**config.mk**
```make
export PLATFORM = sky130hd
export DESIGN_NAME = scarv_soc_bram_initiator
export DESIGN_NICKNAME = d
export VERILOG_FILES = /design/src/rtl/scarv_soc_bram_initiator.sv
export SDC_FILE = /design/constraint.sdc
export NUM_CORES = 1
export LEC_CHECK = 0
export ABC_AREA = 1
export CELL_PAD_IN_SITES_DETAIL_PLACEMENT = 0
export CELL_PAD_IN_SITES_GLOBAL_PLACEMENT = 1
export CORE_MARGIN = 4
export CORE_UTILIZATION = 10
export DETAILED_ROUTE_END_ITERATION = 10
export GPL_TIMING_DRIVEN = 0
export HOLD_SLACK_MARGIN = 0.03
export PLACE_DENSITY_LB_ADDON = 0.1
export RECOVER_POWER = 50
export SYNTH_ARGS = -nofsm -noshare
export SYNTH_HDL_FRONTEND = slang
export SYNTH_SLANG_ARGS = --single-unit
```
**constraint.sdc**
```tcl
create_clock -name clka -period 1.2 [get_ports clka]
set_clock_uncertainty 0.1 [all_clocks]
set_input_delay 0.12 -clock clka [delete_from_list [all_inputs] [get_ports clka]]
set_output_delay 0.12 -clock clka [all_outputs]
set_load 0.1 [all_outputs]
```
**src/rtl/scarv_soc_bram_initiator.sv**
```systemverilog
// Bridges the SCARV SoC request/response memory bus onto a single-port BRAM.
// One response register stage; back-to-back accesses stream at one per cycle.
module scarv_soc_bram_initiator #(
  parameter int unsigned WRITE_EN  = 1,
  parameter int unsigned DEPTH     = 1024,
  parameter logic [31:0] BASE_ADDR = 32'h0000_0000,
  localparam int unsigned LW       = $clog2(DEPTH)
) (
  input  logic          clka,
  input  logic          rsta,

  input  logic          mem_req,
  output logic          mem_gnt,
  input  logic          mem_wen,
  input  logic [3:0]    mem_strb,
  input  logic [31:0]   mem_addr,
  input  logic [31:0]   mem_wdata,

  output logic          mem_recv,
  input  logic          mem_ack,
  output logic          mem_error,
  output logic [31:0]   mem_rdata,

  output logic          ena,
  output logic [3:0]    wea,
  output logic [LW-1:0] addra,
  output logic [31:0]   dina,
  input  logic [31:0]   douta
);

  typedef enum logic {
    IDLE = 1'b0,
    RSP  = 1'b1
  } state_t;

  state_t state;
  logic   rsp_pending;
  logic   rsp_err;
  logic   rsp_wen;
  logic   in_range;
  logic   bad;

  assign rsp_pending = (state == RSP);

  // BASE_ADDR is DEPTH-aligned, so the window test reduces to the upper bits.
  assign in_range = (mem_addr[31:LW] == BASE_ADDR[31:LW]);

  always_comb begin
    bad = 1'b0;
    if (!in_range)                      bad = 1'b1;
    if (mem_addr[1:0] != 2'b00)         bad = 1'b1;
    if (mem_wen && (WRITE_EN == 0))     bad = 1'b1;
  end

  assign mem_gnt = mem_req && (!rsp_pending || mem_ack) && !rsta;

  assign ena   = mem_gnt && !bad;
  assign wea   = (mem_wen && ena) ? mem_strb : 4'b0000;
  assign addra = mem_addr[LW-1:0] - BASE_ADDR[LW-1:0];
  assign dina  = mem_wdata;

  assign mem_recv  = rsp_pending;
  assign mem_error = rsp_pending && rsp_err;
  // douta only changes on an enabled edge, so it is safe to pass straight through
  // while a response is stalled waiting for mem_ack.
  assign mem_rdata = (rsp_pending && !rsp_err && !rsp_wen) ? douta : '0;

  always_ff @(posedge clka or posedge rsta) begin
    if (rsta) begin
      state   <= IDLE;
      rsp_err <= 1'b0;
      rsp_wen <= 1'b0;
    end else if (mem_gnt) begin
      state   <= RSP;
      rsp_err <= bad;
      rsp_wen <= mem_wen;
    end else if (rsp_pending && mem_ack) begin
      state   <= IDLE;
    end
  end

endmodule

```
==> metrics.txt <==
Post-Syn Area per Cell 5.15 um^2; die height 105 um; R2R Setup Slk -0.10 ns; Worst-Skew Late Latency 0.21 ns; share of cells above drive strength 1 56.8%; synthesized cell area 947 um^2; cell family with most CP delay buffers and inverters; fin crit period 1.73 ns; Crit path arrival time 1.51 ns; total CTS buffers 3; WL per Instance 9.41 um; Highest Clock Rate 577 MHz; n_diodes 0; first-pass iteration count of the detailed router 4; Yosys cell types 13; Core Box Area 0.00924 mm^2; sequential share of the synthesized area 7.93%; FFs w/ async S/R, synth 100%; Synth area leader buf_4; global route overflow 0; antenna violations before repair 0; clk root buf clkbuf_8; DR vias 1,481; Die X-Extent 105 um; die area 0.0111 mm^2; vias in the first global route 1,396; Top FF cell, synth dfrtp_1; most common cell in the netlist inv_1; Antenna Nets Post-Route 0; Fill cells 938; kind of critical path reg -> out; Max IR drop VDD 0.000272 V; number of synthesized flops with an enable pin 0; post-layout util 39.0%; Post-synth top cells inv_1 (60), nor2_1 (44), buf_4 (42); CP startpoint kind flip-flop; GP Congestion 0.634; Fin. Hold Viols 0; Place WS -1.52 ns; Critical Path Sink mem_recv; starting density of the core 10.3%; slowest stage delay, CP 0.87 ns; Lkg Pwr 1.64 nW; RSZ-0062 raised after global routing true; WHS 0.421 ns; Final WS setup -0.532 ns; Post-Syn Instances 184; Worst Setup SP mem_recv; initial drt markers 37; TritonCTS Sinks 3; GRT Total Usage 7.48%; Yosys reg bits 3; IO Pins 187; first-pass GRT wire length 6780 um; status finished, violations left; synth warn 0; dpl hpwl 3930 um; top-area cell type share of the netlist area 33.3%; crit-path max FO 4; Buf/Inv on CP 1; total stage count of the critical path 1; CTS H-tree depth 1; Slew Limit Headroom 35.5%; Vias/cell 3.11; Max-Cap Viols 0; clk buf depth 2; nets 453; Worst setup EP type output pin; crit path cell chain dlygate4sd2_1; Hold WC Path Type reg -> reg; CP max-delay cell dlygate4sd2_1; largest net degree at the start of global routing 8; Area Overhead vs Synth 281%; final-report setup violation count 42; Synthesized Nets 289; Final period util 144%; RR Startpoint mem_recv; Remaining DRCs 0; final WL 4480 um; clock-pin slew on the worst setup and hold paths 0.03 ns; PD cells 454 mW/mm^2; failing checks negative setup slack; Worst Tran Pin Value 0.971 ns; I/O Buffers 146; CTS tree built; Reg2Reg Depth 7; FP Rows 35; Slew Viols, Final 0; largest cells by area after synthesis buf_4 (33%), inv_1 (24%), nor2_1 (17%); capturing point of the worst reg2reg path rsp_err; CP required 0.98 ns
[how the worst min path moves through the flow]
| stage | from | endpoint | slack (ns) | depth (start not counted) |
|---|---|---|---|---|
| 4_1_cts | rsp_wen | rsp_wen | 0.42 | 2 |
| 3_5_place_dp | rsta | mem_recv | 0.22 | 2 |
| 2_1_floorplan | rsta | rsp_err | -0.23 | 1 |
| 3_3_place_gp | rsta | mem_recv | 0.22 | 2 |
| 6_report | rsp_wen | rsp_wen | 0.42 | 2 |
| 5_1_grt | rsp_wen | rsp_wen | 0.45 | 2 |
[layout make-up]
cell class / instances / area, um^2 / share of cell area [%]
tap: 129 / 161 / 4.48
clock buffer: 4 / 45.0 / 1.25
timing repair buffer: 160 / 2070 / 57.3
inverter: 64 / 256 / 7.12
multi-input combinational: 72 / 642 / 17.8
buffer: 44 / 355 / 9.86
sequential: 3 / 78.8 / 2.19
[power breakdown]
group	internal, mW	switching (mW)	leakage [nW]
combinational	0.432	0.796	1.58
clock	0.226	0.0646	0.0228
sequential	0.113	0.00594	0.0322
total	0.772	0.867	1.64
[layout by cell type, fill, tap and decap left out, types with 2 or more instances in the layout]
| cell type | count |
|---|---|
| clkdlybuf4s50_1 | 63 |
| inv_1 | 58 |
| buf_12 | 41 |
| nor2_4 | 40 |
| clkdlybuf4s15_2 | 40 |
| buf_4 | 27 |
| clkbuf_4 | 21 |
| nand2_1 | 14 |
| nor2_1 | 7 |
| buf_6 | 6 |
| inv_2 | 4 |
| nand3_4 | 3 |
| nand2_2 | 3 |
| clkbuf_8 | 3 |
| nand2_4 | 2 |
| buf_16 | 2 |
| dfrtp_1 | 2 |
[sequential cells by signal, summed over array words and instances (netlist names)]
register and count:
mem_recv 1, rsp_err 1, rsp_wen 1
[worst reg2reg max path: cells and delay by family, from the launching register on]
kind	cells	cell delay, ns
AND/OR/NAND/NOR	5	0.38
buffers and inverters	2	0.22
flip-flops	1	0.49
[metal layers]
layer / vias up / part of all wire, % / routed length, um / global-route usage [%]
met3: 4 / 11 / 514 / 2.57
met1: 609 / 32 / 1420 / 7.60
met4: 0 / 1.4 / 62 / 2.34
met2: 89 / 56 / 2490 / 14.2
met5: - / 0 / 0 / 0
li1: 779 / - / - / -
[per-stage QoR]
step | cell area, um^2 | TNS (ns) | std cells | total power [mW]
CTS | 3610 | -18.07 | 474 | 1.66
global placement | 2900 | -66.91 | 459 | 1.34
floorplan | 1270 | -25.61 | 184 | 0.968
global route | 3600 | -19.89 | 476 | 1.71
detailed placement | 2900 | -67.82 | 459 | 1.34
finish | 3600 | -17.18 | 476 | 1.64
[cells by family after synthesis]
logic type / synth area share, %
AO/OA/AOI/OAI: 0.528
AND/OR/NAND/NOR: 31.3
buffers and inverters: 60.2
flip-flops: 7.93
[repair_timing]
action / 4_1_cts / 5_1_grt
hold buffers: 1 / 0
endpoints found under the hold margin: 3 / 0
resized for setup: 509 / 7
cloned: 3 / 0
buffers inserted: 7 / 4
pin swaps: 5 / 11
setup endpoints to repair: 83 / 42
(Power assumes the default switching activity.)
